[src/rtl/gray_step_decoder_pkg.sv]
// Shared definitions for the Gray step decoder: FSM encodings, the four
// Gray codes of the {A,B} cycle and forward/reverse neighbour lookups.
package gray_step_decoder_pkg;

  // FSM encodings
  localparam logic [0:0] ST_INIT = 1'b0;
  localparam logic [0:0] ST_RUN  = 1'b1;

  // Gray codes {A,B} in forward order G0 -> G1 -> G2 -> G3 -> G0
  localparam logic [1:0] G0 = 2'b00;
  localparam logic [1:0] G1 = 2'b10;
  localparam logic [1:0] G2 = 2'b11;
  localparam logic [1:0] G3 = 2'b01;

  // Code that follows g when stepping forward
  function automatic logic [1:0] gray_next(input logic [1:0] g);
    logic [1:0] r;
    case (g)
      G0:      r = G1;
      G1:      r = G2;
      G2:      r = G3;
      G3:      r = G0;
      default: r = G0;
    endcase
    return r;
  endfunction

  // Code that follows g when stepping in reverse
  function automatic logic [1:0] gray_prev(input logic [1:0] g);
    logic [1:0] r;
    case (g)
      G0:      r = G3;
      G1:      r = G0;
      G2:      r = G1;
      G3:      r = G2;
      default: r = G0;
    endcase
    return r;
  endfunction

endpackage

[src/rtl/gray_step_decoder_bit_sync.sv]
// Single-bit input sampling chain of STAGES flops with synchronous
// active-low reset. Output is the last stage.
module gray_step_decoder_bit_sync #(
  parameter int STAGES = 2
) (
  input  logic clk_i,
  input  logic rst_n_i,
  input  logic d_i,
  output logic q_o
);

  logic [STAGES-1:0] chain_q;

  // Shift the sampled bit down the chain each clock
  always_ff @(posedge clk_i) begin
    if (!rst_n_i) begin
      chain_q <= '0;
    end else begin
      chain_q[0] <= d_i;
      for (int i = 1; i < STAGES; i++) begin
        chain_q[i] <= chain_q[i-1];
      end
    end
  end

  assign q_o = chain_q[STAGES-1];

endmodule

[src/rtl/gray_step_decoder.sv]
// Receive-side decoder for a 2-bit Gray {A,B} pair: samples the inputs,
// decodes forward/reverse steps and illegal double-bit jumps, and keeps a
// wrapping position count. All outputs are registered.
module gray_step_decoder
  import gray_step_decoder_pkg::*;
#(
  parameter int CNT_W       = 8,
  parameter int SYNC_STAGES = 2
) (
  input  logic             Clk,
  input  logic             rst,
  input  logic             a_in,
  input  logic             b_in,
  input  logic             clr,
  output logic [CNT_W-1:0] position,
  output logic             step_fwd,
  output logic             step_rev,
  output logic             dir,
  output logic             err,
  output logic             err_sticky
);

  // INIT lasts SYNC_STAGES+1 edges: fill the sync chain, then load prev.
  localparam logic [1:0]       INIT_LAST = 2'(SYNC_STAGES);
  localparam logic [CNT_W-1:0] POS_ONE   = {{(CNT_W-1){1'b0}}, 1'b1};

  logic             a_sync_s, b_sync_s;
  logic [1:0]       cur_s;
  logic [0:0]       state_q, state_d;
  logic [1:0]       init_cnt_q, init_cnt_d;
  logic [1:0]       prev_q, prev_d;
  logic [CNT_W-1:0] pos_q, pos_d;
  logic             fwd_q, fwd_d;
  logic             rev_q, rev_d;
  logic             dir_q, dir_d;
  logic             err_q, err_d;
  logic             sticky_q, sticky_d;

  gray_step_decoder_bit_sync #(.STAGES(SYNC_STAGES)) u_sync_a (
    .clk_i   (Clk),
    .rst_n_i (rst),
    .d_i     (a_in),
    .q_o     (a_sync_s)
  );

  gray_step_decoder_bit_sync #(.STAGES(SYNC_STAGES)) u_sync_b (
    .clk_i   (Clk),
    .rst_n_i (rst),
    .d_i     (b_in),
    .q_o     (b_sync_s)
  );

  assign cur_s = {a_sync_s, b_sync_s};

  // Next-state: FSM sequencing, step decode, counter and clear handling
  always_comb begin
    state_d    = state_q;
    init_cnt_d = init_cnt_q;
    prev_d     = cur_s;
    pos_d      = pos_q;
    fwd_d      = 1'b0;
    rev_d      = 1'b0;
    dir_d      = dir_q;
    err_d      = 1'b0;
    sticky_d   = sticky_q;

    case (state_q)
      ST_INIT: begin
        if (init_cnt_q == INIT_LAST) begin
          state_d = ST_RUN;
        end else begin
          init_cnt_d = init_cnt_q + 2'd1;
        end
      end
      ST_RUN: begin
        if (cur_s == gray_next(prev_q)) begin
          pos_d = pos_q + POS_ONE;
          fwd_d = 1'b1;
          dir_d = 1'b1;
        end else if (cur_s == gray_prev(prev_q)) begin
          pos_d = pos_q - POS_ONE;
          rev_d = 1'b1;
          dir_d = 1'b0;
        end else if (cur_s != prev_q) begin
          err_d    = 1'b1;
          sticky_d = 1'b1;
        end else begin
          pos_d = pos_q;
        end
      end
      default: begin
        state_d    = ST_INIT;
        init_cnt_d = 2'd0;
      end
    endcase

    // Clear wins over a simultaneous count or error, pulses still fire
    if (clr) begin
      pos_d    = '0;
      sticky_d = 1'b0;
    end else begin
      sticky_d = sticky_d;
    end
  end

  // State and output registers with synchronous active-low reset
  always_ff @(posedge Clk) begin
    if (!rst) begin
      state_q    <= ST_INIT;
      init_cnt_q <= 2'd0;
      prev_q     <= 2'b00;
      pos_q      <= '0;
      fwd_q      <= 1'b0;
      rev_q      <= 1'b0;
      dir_q      <= 1'b0;
      err_q      <= 1'b0;
      sticky_q   <= 1'b0;
    end else begin
      state_q    <= state_d;
      init_cnt_q <= init_cnt_d;
      prev_q     <= prev_d;
      pos_q      <= pos_d;
      fwd_q      <= fwd_d;
      rev_q      <= rev_d;
      dir_q      <= dir_d;
      err_q      <= err_d;
      sticky_q   <= sticky_d;
    end
  end

  assign position   = pos_q;
  assign step_fwd   = fwd_q;
  assign step_rev   = rev_q;
  assign dir        = dir_q;
  assign err        = err_q;
  assign err_sticky = sticky_q;

endmodule

[config.mk]
export PLATFORM = sky130hd
export DESIGN_NAME = gray_step_decoder
export DESIGN_NICKNAME = d
export VERILOG_FILES = /design/src/rtl/gray_step_decoder_pkg.sv /design/src/rtl/gray_step_decoder_bit_sync.sv /design/src/rtl/gray_step_decoder.sv
export SDC_FILE = /design/constraint.sdc
export NUM_CORES = 1
export LEC_CHECK = 0
export ABC_AREA = 1
export CAP_MARGIN = 40
export CORE_ASPECT_RATIO = 1.25
export CORE_MARGIN = 2
export CORE_UTILIZATION = 42
export DETAILED_ROUTE_END_ITERATION = 16
export DONT_BUFFER_PORTS = 1
export GPL_ROUTABILITY_DRIVEN = 0
export GPL_TIMING_DRIVEN = 1
export PLACE_DENSITY = 0.54
export RECOVER_POWER = 25
export SLEW_MARGIN = 30
export SYNTH_ARGS = -nofsm -noshare
export SYNTH_HDL_FRONTEND = slang
export SYNTH_HIERARCHICAL = 1
export SYNTH_SLANG_ARGS = --single-unit
[constraint.sdc]
create_clock -name Clk -period 2.3 [get_ports Clk]
set_clock_uncertainty 0.2 [all_clocks]
set_input_delay 0.46 -clock Clk [delete_from_list [all_inputs] [get_ports Clk]]
set_output_delay 0.46 -clock Clk [all_outputs]
set_load 0.05 [all_outputs]
### Word-level counts from Yosys, hierarchy flattened

Cells that the tools add are included.

| word-level totals | value |
|---|---|
| register bits after elaboration | 22 |
| output and inout port bits | 13 |
| word-level logic and storage cells | 49 |

| operators by class | value |
|---|---|
| add/subtract/negate cells | 3 |
| equality and inequality tests | 7 |
| multiplexer cells | 14 |
| bitwise gates (word level) | 5 |
| reductions and logical operators | 9 |

Operators with widths:

| cell | number |
|---|---|
| $mux 8 | 2 |
| $pmux 2 s4 | 2 |
| $add 8x1->8 const B | 1 |
| $sub 8x1->8 const B | 1 |
| $mux 1 | 7 |
| $eq 2x2->1 const B | 3 |
| $mux 2 | 3 |
| $reduce_and 2->1 | 3 |
| $not 1->1 | 5 |
| $eq 2x2->1 | 2 |
| $reduce_and 4->1 | 1 |
| $reduce_or 4->1 | 1 |
| $reduce_or 3->1 | 1 |
| $add 2x1->2 const B | 1 |
| $eq 2x1->1 const B | 1 |
| $logic_not 2->1 | 1 |
| $ne 2x2->1 | 1 |
| $reduce_bool 2->1 | 1 |
| $reduce_or 2->1 | 1 |

### Depth between registers and ports, before layout

Gate-level depths: netlist of the first run.

| logic depth | value |
|---|---|
| depth after elaboration | 9 |
| gate-level depth with buffers | 14 |

### Cells and area by module

Netlist of the first run, hierarchy kept.

By module, submodules not included:

| module | instances | cells each | area an instance (um^2) |
|---|---|---|---|
| gray_step_decoder | 1 | 164 | 1114.8 |
| gray_step_decoder_bit_sync | 2 | 6 | 55.1 |

### Worst setup path after synthesis of the first run

No wires, ideal clock.

| timing | value |
|---|---|
| path kind | register to register |
| start point | register u_sync_a.chain_q[1] |
| end point | register pos_q[3], in the netlist position[3] |
| library setup time | 0.066 ns |
| arrival | 1.664 ns |
| required time | 2.034 ns |
| slack | 0.370 ns |
| stages on the path, launching flop included | 10 |
| buffers on the path | 0 |
| cells stage by stage | dfxtp_1 > nand2_1 > nand2_2 > nand2_4 > ha_1 > or2_2 > nand2_1 > xnor2_1 > nand2_2 > a21oi_2 |

| on the way | value |
|---|---|
| longest elaborated chain between the ends | 3 |
| elaborated cells on any way between the ends | 5 |
| classes of those cells | 2 x eq/ne; 1 x mux; 2 x reduce/logical |

Ends and longest elaborated chain:

| element | line | text |
|---|---|---|
| from (decl) | gray_step_decoder_bit_sync.sv:12 | `logic [STAGES-1:0] chain_q;` |
| from (signal, indexed assignment) | gray_step_decoder_bit_sync.sv:21 | `chain_q[i] <= chain_q[i-1];` |
| $eq 2x2->1, on equally long branches | gray_step_decoder.sv:76, gray_step_decoder.sv:80 |  |
| $reduce_bool 2->1 (no line) | -- |  |
| $reduce_and 2->1 (no line) | -- |  |
| to (signal assigned) | gray_step_decoder.sv:122 | `pos_q <= pos_d;` |
| to (decl) | gray_step_decoder.sv:32 | `logic [CNT_W-1:0] pos_q, pos_d;` |

Parallel ways exist; a longest one is shown, timed or not.
A chain may end at the register's enable or synchronous reset.

### Worst setup path after layout of the first run

| timing | value |
|---|---|
| start point | register prev_q[0] |
| end point | register pos_q[7], in the netlist position[7] |

| on the way | value |
|---|---|
| longest elaborated chain between the ends | 7 |
| elaborated cells on any way between the ends | 14 |
| classes of those cells | 5 x eq/ne; 6 x mux; 3 x reduce/logical |

Ends and longest elaborated chain:

| element | line | text |
|---|---|---|
| from (decl) | gray_step_decoder.sv:31 | `logic [1:0] prev_q, prev_d;` |
| from (signal assigned) | gray_step_decoder.sv:121 | `prev_q <= prev_d;` |
| $eq 2x1->1 (tied with other cells) | gray_step_decoder_pkg.sv:18, gray_step_decoder_pkg.sv:31 |  |
| $pmux 2 s4 | gray_step_decoder_pkg.sv:31 | `case (g)` |
| $mux 2 | gray_step_decoder.sv:76 | `if (cur_s == gray_next(prev_q)) begin` |
| $mux 2 | gray_step_decoder.sv:67 | `case (state_q)` |
| $eq 2x2->1 | gray_step_decoder.sv:80 | `end else if (cur_s == gray_prev(prev_q)) begin` |
| $reduce_bool 2->1 (no line) | -- |  |
| $reduce_and 2->1 (no line) | -- |  |

Parallel ways exist; a longest one is shown, timed or not. The select of a mux whose other input is x is not followed.

==> impl_metrics.yaml, run 1 <==
status:
  run_status: "finished, final reports clean"
placement:
  place_ws_ns: 0.217
  post_dp_hpwl_um: 1960
  placement.io_buffers: 0
routing:
  drc: 0
  ant_nets: 0
  drt-pass1-iter-count: 4
  detail_route.wl_per_cell_um: 11.0
  routed-via-count: 1054
  detail_routed_via_count_per_cell: 4.75
  totalWireLength_um: 2440
  detailedRoute.firstIterationViolations: 18
timing:
  final.setup.tns_ns: 0
  post-route-period-util_pct: 90.6
  postLayoutSetupSlackWorst_ns: 0.217
  tightest_slew_ns: 0.509
  slew-limit-headroom_pct: 66.0
  post-route-min-period_ns: 2.08
  setup_violations: 0
  timing.final.max_slew_violations: 0
  grt_setup_unrepaired: "false"
  whs_ns: 0.0445
  fmaxAchievable_mhz: 480
  hold_viol: 0
finish:
  finalNetCount: 202
  num-fill-cells: 289
  area_growth_syn_to_layout_pct: 11.2
  number_of_inserted_diodes: 0
  post_route_cells_drive_above_1_share_pct: 16.5
min_path:
  path_class_of_the_lowest_slack_min_delay_path: "primary input to flip-flop"
  hold_start: "b_in"
power:
  power_leakage_nw: 0.689
  power-per-cell-area_nw_per_um2: 642
  worst_ir_drop_vdd_uv: 526
  total_power_uw: 875
critical_path:
  worstPathMaxFanout: 12
  worst-setup-path-type: "flip-flop to flip-flop"
  rr_startpoint: "prev_q[0]"
  timing.critical_path.from: "prev_q[0]"
  crit_path_start_kind: "flip-flop"
  cp_endpoint_kind: "flip-flop"
  critical_path_required_ns: 2.37
  cp.arrival_ns: 2.15
grt:
  globalRouteTotalUtil_pct: 16.8
  grt_pass1_vias: 1005
  grt_max_degree: 13
  first_pass_grt_wire_length_um: 4280
  antenna_found_initial: 0
  grt-ovfl-total: 0
synth:
  synth_area_per_cell_um2: 6.96
  synth_area_leader_cell: "dfxtp_1"
  yosysWarningCount: 6
  synth.net_count: 189
  synth_cells: 176
  synthArstFlopShare_pct: 0
  post_synth_instance_area_um2: 1220
  yosysSeqAreaShare_pct: 36.0
  post-synth-top-area-fraction_pct: 36.0
  yosysMostFrequentCell: "nand2_1"
  ys.flop_type: "dfxtp_1"
  synth_common_cells: "nand2_1 (59), inv_1 (26), dfxtp_1 (22), nor2_1 (14), a21oi_1 (10)"
  yosys_register_bits: 22
  cell_variety_after_synth: 23
  largest_cells_by_area_after_synthesis: "dfxtp_1 (36%), nand2_1 (18%), inv_1 (8.0%)"
  synth_enable_flop_cells: 0
clock_tree:
  clock_tree.htree_level_count: 1
  root_driver: "clkbuf_4"
  clk_pin_slew_ns: 0.13
  num_cts_buffers: 3
  cts_hold_buf: 0
  max-clock-path-buffers: 2
  worst_skew_pair_latency_ns: 0.31
  cts_tree: "built"
  tritoncts_num_sinks: 22
floorplan:
  die_width_um: 52.3
  initial_core_util_pct: 44.8
  row_count: 21
  floorplan.core_area_um2: 2730
  die-area_um2: 3370
  design.portCount: 18
  dieHeight_um: 64.4
run:
  maxCapViolations: 0
stage by stage:
stage	instances	cell area (µm²)	util, %
CTS	222	1360	49.9
global route	222	1360	49.9
global placement	218	1330	48.6
detailed placement	218	1330	48.6
floorplan	176	1220	-
finish	222	1360	49.9
state kept, by name (all words and copies together), names as in the netlist:
name / cells
dir: 1
err: 1
err_sticky: 1
init_cnt_q: 2
position: 8
prev_q: 2
state_q: 1
step_fwd: 1
step_rev: 1
u_sync_a/chain_q: 2
u_sync_b/chain_q: 2
logic make-up (layout without fill, tap and decap cells):
kind of cell	Yosys count	count (layout)	synth area share, %
and+or+nand+nor	97	97	36.4
buffers and inverters	31	43	9.91
DFF	22	22	36.0
AOI/OAI and AO/OA	14	14	6.13
adders and majority gates	8	8	8.78
xor gates and xnor gates	4	4	2.86
final timing paths:
path	slack [ns]	cells after the start	endpoint
min	0.04	2	u_sync_b/chain_q[0]
min reg2reg	0.22	2	u_sync_a/chain_q[1]
max reg2reg	0.22	13	position[7]
max	0.22	13	position[7]
worst max-delay path: stages (launching register included):
cell and delay (ns):
dfxtp_1 0.41, inv_2 0.06, nand2_1 0.07, nand2_2 0.09, nand2_4 0.17, ha_1 0.29, or2_2 0.32, nand2_1 0.12
nor2_1 0.05, nor2_1 0.08, nand2_1 0.05, nand3_1 0.06, nand2_1 0.05, inv_1 0.04
where the power goes:
| group | internal (mW) | total, mW | switching (mW) |
|---|---|---|---|
| Combinational | 0.0751 | 0.212 | 0.137 |
| Clock | 0.0966 | 0.214 | 0.117 |
| Sequential | 0.413 | 0.449 | 0.0358 |
| Total | 0.585 | 0.875 | 0.291 |
repair_timing:
item,4_1_cts,5_1_grt
resized for setup,0,1
endpoints found under the setup margin,0,1
buffers inserted,0,0
routing by layer:
layer / track usage, % / up-vias / share of wire (%)
met3: 3.50 / 4 / 2.7
met4: 5.77 / 0 / 1.4
li1: - / 563 / -
met5: 0 / - / 0
met2: 29.8 / 11 / 54
met1: 19.1 / 476 / 42
layout make-up:
| type | instances | area, µm² | area share [%] |
|---|---|---|---|
| Clock buffer | 4 | 36.3 | 2.66 |
| Timing Repair Buffer | 8 | 60.1 | 4.41 |
| Sequential cell | 22 | 442 | 32.4 |
| Tap cell | 34 | 42.5 | 3.12 |
| Inverter | 31 | 121 | 8.91 |
| Multi-Input combinational cell | 123 | 661 | 48.5 |
cell usage in the layout, fill, tap and decap left out, types with 2 or more instances in the layout:
| master | instances |
|---|---|
| dfxtp_1 | 21 |
| a21oi_1 | 10 |
| ha_1 | 7 |
| nor2_1 | 14 |
| xnor2_1 | 2 |
| nor2_2 | 2 |
| buf_4 | 8 |
| nand4_1 | 3 |
| o21ai_0 | 2 |
| inv_2 | 4 |
| nand2_1 | 60 |
| nand2_2 | 5 |
| nand2_4 | 2 |
| xor2_1 | 2 |
| nand3_1 | 7 |
| inv_1 | 26 |
| clkbuf_4 | 3 |
No activity file was read; power rests on OpenSTA's default activity.
==> run 2: changes to the inputs <==
--- a/config.mk
+++ b/config.mk
@@ -14,7 +14,7 @@
 export DONT_BUFFER_PORTS = 1
 export GPL_ROUTABILITY_DRIVEN = 0
 export GPL_TIMING_DRIVEN = 1
-export PLACE_DENSITY = 0.54
+export PLACE_DENSITY_LB_ADDON = 0.15
 export RECOVER_POWER = 25
 export SLEW_MARGIN = 30
 export SYNTH_ARGS = -nofsm -noshare
==> impl_metrics.yaml, run 2 (synthesized netlist as in run 1, its figures left out) <==
critical_path:
  worst_path_most_repeated_cell: "nand2_1"
  worstPathCellList: "inv_1 -> nand2_1 -> nand2_2 -> nand2_4 -> ha_1 -> nand2_1 -> nor2_1 -> inv_1 -> nor2_1 -> nor2_1 -> nand2_1 -> nand3_1 -> nand2_1 -> inv_1"
  crit_path_start_kind: "flip-flop"
  critical_path_required_ns: 2.33
  path_buf_inv: 3
  cp_top_family: "simple AND/OR/NAND/NOR gates"
  worst_path_max_delay_cell: "ha_1"
  worst-setup-path-type: "flip-flop to flip-flop"
  slowest_delay_ns: 0.39
  cp.arrival_ns: 2.11
  worstPathMaxFanout: 12
  cp_endpoint_kind: "flip-flop"
clock_tree:
  root_driver: "clkbuf_4"
  worst_skew_pair_latency_ns: 0.31
  clk_pin_slew_ns: 0.13
  num_cts_buffers: 3
  tritoncts_num_sinks: 22
  clock_tree.htree_level_count: 1
  cts_tree: "built"
  max-clock-path-buffers: 2
  post-cts-setup-buffers: 0
grt:
  grt.met2_usage_pct: 31.7
  use_met1_pct: 18.6
  grt_max_degree: 13
  top_usage_layer: "met2"
  antenna_found_initial: 0
  met3_usage_pct: 3.27
  globalRouteTotalUtil_pct: 17.2
  first_pass_grt_wire_length_um: 4450
  grt_pass1_vias: 1040
  grt-ovfl-total: 0
finish:
  layout.cell_area.non_filler_um2: 1360
  post_route_cells_drive_above_1_share_pct: 16.0
  layout_commonest_cell: "nand2_1"
  finalNetCount: 202
  largest_reg_flops: 8
  area_growth_syn_to_layout_pct: 11.0
  num-fill-cells: 283
  most_used_cells_in_the_layout_excluding_fill_and_tap_cells: "nand2_1 (60), inv_1 (26), dfxtp_1 (22)"
  fin_util_pct: 49.8
  number_of_inserted_diodes: 0
placement:
  placement.io_buffers: 0
  placement.cell_area_um2: 1330
  post_dp_hpwl_um: 1880
timing:
  post-route-min-period_ns: 2.09
  timing.final.max_slew_violations: 0
  tightest_slew_ns: 0.517
  setup_violations: 0
  hold_viol: 0
  final.setup.tns_ns: 0
  slew-limit-headroom_pct: 65.5
  fmaxAchievable_mhz: 479
  grt_setup_unrepaired: "false"
  post-route-period-util_pct: 90.7
floorplan:
  dieHeight_um: 64.4
  design.portCount: 18
  initial_core_util_pct: 44.8
  die_width_um: 52.3
  floorplan.core_area_um2: 2730
  row_count: 21
  die-area_um2: 3370
routing:
  totalWireLength_um: 2440
  detail_route.wl_per_cell_um: 11.0
  detail_routed_via_count_per_cell: 4.80
  drc: 0
  drt-pass1-iter-count: 4
  ant_nets: 0
  routed-via-count: 1061
  detailedRoute.firstIterationViolations: 29
power:
  power_leakage_nw: 0.682
  worst_ir_drop_vdd_uv: 442
  power-per-cell-area_nw_per_um2: 615
  total_power_uw: 836
status:
  run_status: "finished, final reports clean"
run:
  maxCapViolations: 0
min_path:
  path_class_of_the_lowest_slack_min_delay_path: "primary input to flip-flop"
-- run 2: changes by cell type in the layout (fill, tap and decap cells not counted) --
cell	previous run	this run
dfxtp_1	21	22
dfxtp_2	1	0
ha_4	0	1
clkbuf_8	1	0
ha_1	7	6
-- run 2: worst paths after layout --
check                                    startpoint                   to  slack, ns  cells after the start
worst min-delay path                           a_in  u_sync_a/chain_q[0]       0.04                      2
worst min register to register  u_sync_b/chain_q[0]  u_sync_b/chain_q[1]       0.22                      2
worst max register to register            prev_q[1]          position[7]       0.21                     14
worst max-delay path                      prev_q[1]          position[7]       0.21                     14
-- run 2: area by class of cell --
class / instances / area, µm² / area share [%]
multi-input combinational: 123 / 673 / 49.5
sequential: 22 / 440 / 32.4
inverter: 31 / 121 / 8.92
timing repair buffer: 8 / 60.1 / 4.42
tap: 34 / 42.5 / 3.13
clock buffer: 3 / 22.5 / 1.66
-- run 2: per-layer routing --
layer	up-vias	wire, µm
met5	-	0
li1	564	-
met4	0	20
met3	2	76
met2	15	1320
met1	480	1020
-- run 2: per-stage QoR --
step	setup WS [ns]	hold WS, ns	std cells
floorplan	0.370	0.190	176
global placement	0.295	0.198	218
detailed placement	0.213	0.199	218
CTS	0.198	0.0381	221
global route	0.000463	0.0220	221
finish	0.214	0.0428	221
-- run 2: power by group --
part	total (mW)	internal, mW	switching, mW
Clock	0.178	0.0612	0.116
Combinational	0.211	0.0762	0.135
Sequential	0.448	0.413	0.0355
Total	0.836	0.550	0.286
-- run 2: worst register-to-register path, cell delays in order, from the launching register on --
cell	delay, ns
dfxtp_1	0.36
inv_1	0.11
nand2_1	0.07
nand2_2	0.12
nand2_4	0.14
ha_1	0.39
nand2_1	0.10
nor2_1	0.15
inv_1	0.05
nor2_1	0.10
nor2_1	0.04
nand2_1	0.04
nand3_1	0.06
nand2_1	0.06
inv_1	0.03
-- run 2: repair_timing --
item / CTS / global route
setup endpoints to repair: 0 / 1
resized for setup: 0 / 1
hold buffers: 0 / 0
==> edit 1: new RTL, settings of run 1 <==
Change the parameter `CNT_W` from 8 to 9.
--- a/src/rtl/gray_step_decoder.sv
+++ b/src/rtl/gray_step_decoder.sv
@@ -4,7 +4,7 @@
 module gray_step_decoder
   import gray_step_decoder_pkg::*;
 #(
-  parameter int CNT_W       = 8,
+  parameter int CNT_W       = 9,
   parameter int SYNC_STAGES = 2
 ) (
   input  logic             Clk,
Ports: changed (resized position); port bits go from 18 to 19. No check against the original RTL was run, so the function may have changed too.
==> edit 1 against run 1 <==
First-iteration DRC count rose by 72%. Largest power group unchanged. Non-clock buffer count did not move. Via count rose by 4.6%. Area after synthesis rose by 5.9%. Synthesized cell count rose by 6.8%. Hold slack got worse by 2.9 ps. Cell area rose by 3.9%. Sequential cell count rose by 1. Combinational power rose by 4%. Wire length rose by 1.2%. Clock power fell by 16%. Worst setup slack got worse by 17 ps. Power fell by 0.71%.
==> edit 1: results (changes against run 1) <==
| Metric | Value |
|---|---|
| CTS root buf | `clkbuf_4 (unchanged)` |
| Final HPWL DP | `1960 um (about the same)` |
| Leading post-synthesis cells by cell area | `dfxtp_1 (35%), nand2_1 (17%), inv_1 (8.7%) (was dfxtp_1 (36%), nand2_1 (18%), inv_1 (8.0%))` |
| Largest net degree at the start of global routing | `13 (unchanged)` |
| Met2 WL | `1310 um (was 1330 um)` |
| Synth warn | `6 (unchanged)` |
| Max VDD drop | `0.354 mV (was 0.526 mV)` |
| P_leak | `0.732 nW (was 0.689 nW)` |
| Adder-cell share of the synthesized area | `9.26% (was 8.78%)` |
| Sequential element share of the synthesized area | `35.5% (was 36.0%)` |
| Number of global-route vias before repair | `1073 (was 1005)` |
| Met3 Routed Length | `86 um (was 66 um)` |
| # nets final | `214 (was 202)` |
| Gr usage total | `16.5% (was 16.8%)` |
| Met1 WL | `1030 um (was 1010 um)` |
| Synth Area in XOR/XNOR | `2.70% (was 2.86%)` |
| Worst endpoint data arrival time | `2120 ps (was 2150 ps)` |
| Initial Util | `44.1% (was 44.8%)` |
| Drt initial violations | `31 (was 18)` |
| Mapped Nets | `202 (was 189)` |
| Clock Pin Slew Worst Setup and Hold Paths | `110 ps (was 130 ps)` |
| DR WL/cell | `10.5 um (was 11.0 um)` |
| Max FFs per register | `9 (was 8)` |
| Top cells by count, synth | `nand2_1 (58), inv_1 (30), dfxtp_1 (23) (was nand2_1 (59), inv_1 (26), dfxtp_1 (22))` |
| Pre-antenna DRT Iters | `4 (unchanged)` |
| Drt via density | `4.69 (was 4.75)` |
| CP Max Fanout | `12 (unchanged)` |
| Share of layout cells above drive strength 1 | `17.1% (was 16.5%)` |
| Ys async rst share | `0% (unchanged)` |
| Global-route wire length before repair | `4330 um (was 4280 um)` |
| Area fraction in compound gates after synthesis | `6.94% (was 6.13%)` |
| Outcome | `completed (unchanged)` |
| Post-synthesis cell type count | `21 (was 23)` |
| PortBufs | `0 (unchanged)` |
| Slew @ Worst Pin | `543 ps (was 509 ps)` |
## edit 1: cell types whose count changed in the layout (fill, tap and decap cells not counted), moves of 2 or more
cell / before / now
nor2_1: 14 / 22
a21oi_1: 10 / 6
inv_1: 26 / 30
nand2_2: 5 / 9
o21ai_1: 0 / 4
a21oi_2: 1 / 4
nand2_1: 60 / 58
nand3_1: 7 / 5
nor2_2: 2 / 0
## edit 1: worst max-delay path, stage by stage, from the launching register on
cell and delay, ps:
dfxtp_1 380, inv_1 80, nand2_1 70, nand2_2 70
nand2_4 140, inv_1 90, fa_1 400, inv_1 80
nand2_1 50, nand2_1 90, nand3_1 70, nand2_1 90
nor2_1 50, nor2_1 90, nor2_1 50
## edit 1: where the power goes
group / total, mW / internal (mW) / switching (mW)
logic: 0.221 / 0.0794 / 0.142
clock network: 0.180 / 0.0678 / 0.113
registers: 0.467 / 0.431 / 0.0358
## edit 1: metrics by stage
step,hold slack [ps],cell area [sq um],instances,setup WS (ps)
2_1_floorplan,190,1300,188,247
3_3_place_gp,203,1390,231,228
3_5_place_dp,209,1390,231,172
4_1_cts,35.0,1410,235,148
5_1_grt,19.4,1420,235,15.0
6_report,41.6,1420,235,200
## edit 1: routing by layer
| layer | GRT usage (%) | vias to the layer above |
|---|---|---|
| li1 | - | 591 |
| met2 | 29.6 | 19 |
| met4 | 6.73 | 0 |
| met3 | 2.71 | 5 |
| met1 | 18.5 | 488 |
| met5 | 0 | - |
## edit 1: logic make-up (layout without fill, tap and decap cells)
kind of cell / count (synthesis) / after routing
xor gates and xnor gates: 4 / 4
buffers and inverters: 35 / 46
AOI/OAI and AO/OA: 15 / 15
DFF: 23 / 23
and+or+nand+nor: 102 / 102
adders and majority gates: 9 / 9
## edit 1: path summary, 6_finish.rpt
check | from | endpoint | slack [ps] | cells past startpoint
setup / recovery | prev_q[1] | position[8] | 200 | 14
setup reg to reg | prev_q[1] | position[8] | 200 | 14
hold / removal | b_in | u_sync_b/chain_q[0] | 40 | 2
hold reg to reg | u_sync_a/chain_q[0] | u_sync_a/chain_q[1] | 220 | 2
## edit 1: cell type report
cell class                      count  area [sq um]
Clock buffer                        4          26.3
Fill cell                         301          1530
Inverter                           34           128
Multi-Input combinational cell    130           694
Sequential cell                    23           463
Tap cell                           36          45.0
Timing Repair Buffer                8          60.1
==> edit 2: new RTL, config.mk and constraints of run 1 <==
Without the edit above. Add an input register stage for `a_in`, `b_in` and `clr`, without a reset; this delays them by one clock.
--- a/src/rtl/gray_step_decoder.sv
+++ b/src/rtl/gray_step_decoder.sv
@@ -24,6 +24,16 @@
   localparam logic [1:0]       INIT_LAST = 2'(SYNC_STAGES);
   localparam logic [CNT_W-1:0] POS_ONE   = {{(CNT_W-1){1'b0}}, 1'b1};
 
+  logic a_q;
+  logic b_q;
+  logic clr_q;
+
+  always_ff @(posedge Clk) begin
+    a_q   <= a_in;
+    b_q   <= b_in;
+    clr_q <= clr;
+  end
+
   logic             a_sync_s, b_sync_s;
   logic [1:0]       cur_s;
   logic [0:0]       state_q, state_d;
@@ -39,14 +49,14 @@
   gray_step_decoder_bit_sync #(.STAGES(SYNC_STAGES)) u_sync_a (
     .clk_i   (Clk),
     .rst_n_i (rst),
-    .d_i     (a_in),
+    .d_i     (a_q),
     .q_o     (a_sync_s)
   );
 
   gray_step_decoder_bit_sync #(.STAGES(SYNC_STAGES)) u_sync_b (
     .clk_i   (Clk),
     .rst_n_i (rst),
-    .d_i     (b_in),
+    .d_i     (b_q),
     .q_o     (b_sync_s)
   );
 
@@ -95,7 +105,7 @@
     endcase
 
     // Clear wins over a simultaneous count or error, pulses still fire
-    if (clr) begin
+    if (clr_q) begin
       pos_d    = '0;
       sticky_d = 1'b0;
     end else begin
Formal check against the unedited RTL: not equivalent (Yosys sat finds a counterexample within 10 cycles, from zero or initial values and one cycle with rst low).
==> edit 2 against run 1 <==
Power is 5.5% higher. Critical path depth decreased by 4. Wire length is 0.49% higher. Synthesized cell count up 1.7%. Via count about the same. Largest power group unchanged. Worst setup slack worse by 9.9 ps. Cell area up 6.7%. Area after synthesis increased by 5.8%. Largest cell class unchanged. Sequential cell count rose by 3.
==> edit 2: results (changes against run 1) <==
| Metric | Value |
|---|---|
| Diode count | `0 (unchanged)` |
| Clock Latency Late Sink | `330 ps (was 310 ps)` |
| Post-synthesis cell type count | `23 (unchanged)` |
| Largest net degree at the start of global routing | `16 (was 13)` |
| Multiplexer share of the synthesized area | `0% (unchanged)` |
| Global-route wire length before repair | `4350 um (was 4280 um)` |
| Number of global-route vias before repair | `1047 (was 1005)` |
| Crit-path max cell delay | `roughly 420 ps` |
| Adder-cell share of the synthesized area | `8.30% (was 8.78%)` |
| Area fraction in compound gates after synthesis | `5.79% (was 6.13%)` |
| Slew @ Worst Pin | `582 ps (was 509 ps)` |
| Outcome | `completed (unchanged)` |
| CP Max Fanout | `12 (unchanged)` |
| Leading post-synthesis cells by cell area | `dfxtp_1 (39%), nand2_1 (17%), inv_1 (7.5%) (was dfxtp_1 (36%), nand2_1 (18%), inv_1 (8.0%))` |
| Setup WS pre-CTS | `228 ps (was 217 ps)` |
| Mapped Nets | `192 (was 189)` |
| DR vias | `1055 (was 1054)` |
| Sequential element share of the synthesized area | `38.6% (was 36.0%)` |
| # nets final | `207 (was 202)` |
| Gr usage total | `16.8% (about the same)` |
| Top cells by count, synth | `nand2_1 (59), inv_1 (26), dfxtp_1 (25) (was nand2_1 (59), inv_1 (26), dfxtp_1 (22))` |
| Pre-antenna DRT Iters | `3 (was 4)` |
| Clock Pin Slew Worst Setup and Hold Paths | `150 ps (was 130 ps)` |
| DR WL/cell | `10.7 um (was 11.0 um)` |
| Final HPWL DP | `1920 um (was 1960 um)` |
| Share of layout cells above drive strength 1 | `15.5% (was 16.5%)` |
| P_leak | `0.726 nW (was 0.689 nW)` |
| Crit-path slowest cell | `dfxtp_1 (unchanged)` |
| Synth Area in XOR/XNOR | `2.70% (was 2.86%)` |
| CTS Buffer Depth | `2 (unchanged)` |
| Layout fillers | `302 (was 289)` |
| Max VDD drop | `0.445 mV (was 0.526 mV)` |
-- edit 2: worst paths after layout --
| kind | cells past startpoint | endpoint | slack [ps] | startpoint |
|---|---|---|---|---|
| worst min register to register | 2 | u_sync_b/chain_q[0] | 220 | b_q |
| worst max-delay path | 9 | position[3] | 210 | u_sync_a/chain_q[1] |
| worst max register to register | 9 | position[3] | 210 | u_sync_a/chain_q[1] |
| worst min-delay path | 2 | u_sync_a/chain_q[0] | 20 | rst |
-- edit 2: cell families after synthesis --
group | after synthesis
buffers and inverters | 31
AO/OA/AOI/OAI | 14
XOR/XNOR | 4
adder cells (fa/ha/maj) | 8
AND/OR/NAND/NOR | 97
flip-flops | 25
-- edit 2: layout make-up --
class | count | area share, %
Tap cell | 36 | 3.10
Inverter | 31 | 8.52
Clock inverter | 1 | 0.516
Sequential cell | 25 | 34.4
Timing Repair Buffer | 10 | 5.68
Clock buffer | 3 | 1.55
Multi-Input combinational cell | 123 | 46.2
-- edit 2: repair_timing --
action | 4_1_cts | 5_1_grt
buffers inserted | 0 | 0
hold buffers | 3 | 0
hold endpoints to repair | 3 | 0
setup endpoints to repair | 0 | 0
-- edit 2: where the power goes --
part           switching (mW)  internal [mW]
sequential             0.0394          0.467
combinational           0.133         0.0783
clock                   0.138         0.0665
total                   0.311          0.612
-- edit 2: per-layer routing --
layer	track usage, %	part of all wire, %
met5	0	0
met4	6.73	1.4
met3	2.94	2.2
met2	30.5	55
met1	18.4	42
-- edit 2: per-stage QoR --
step	std cells	instance area, sq um	hold slack [ps]	utilization, %
after floorplan	179	1300	186	-
after global placement	222	1390	195	47.3
after detailed placement	222	1390	201	47.3
after CTS	229	1450	9.47	49.4
after global routing	229	1450	7.40	49.4
final	229	1450	20.5	49.4
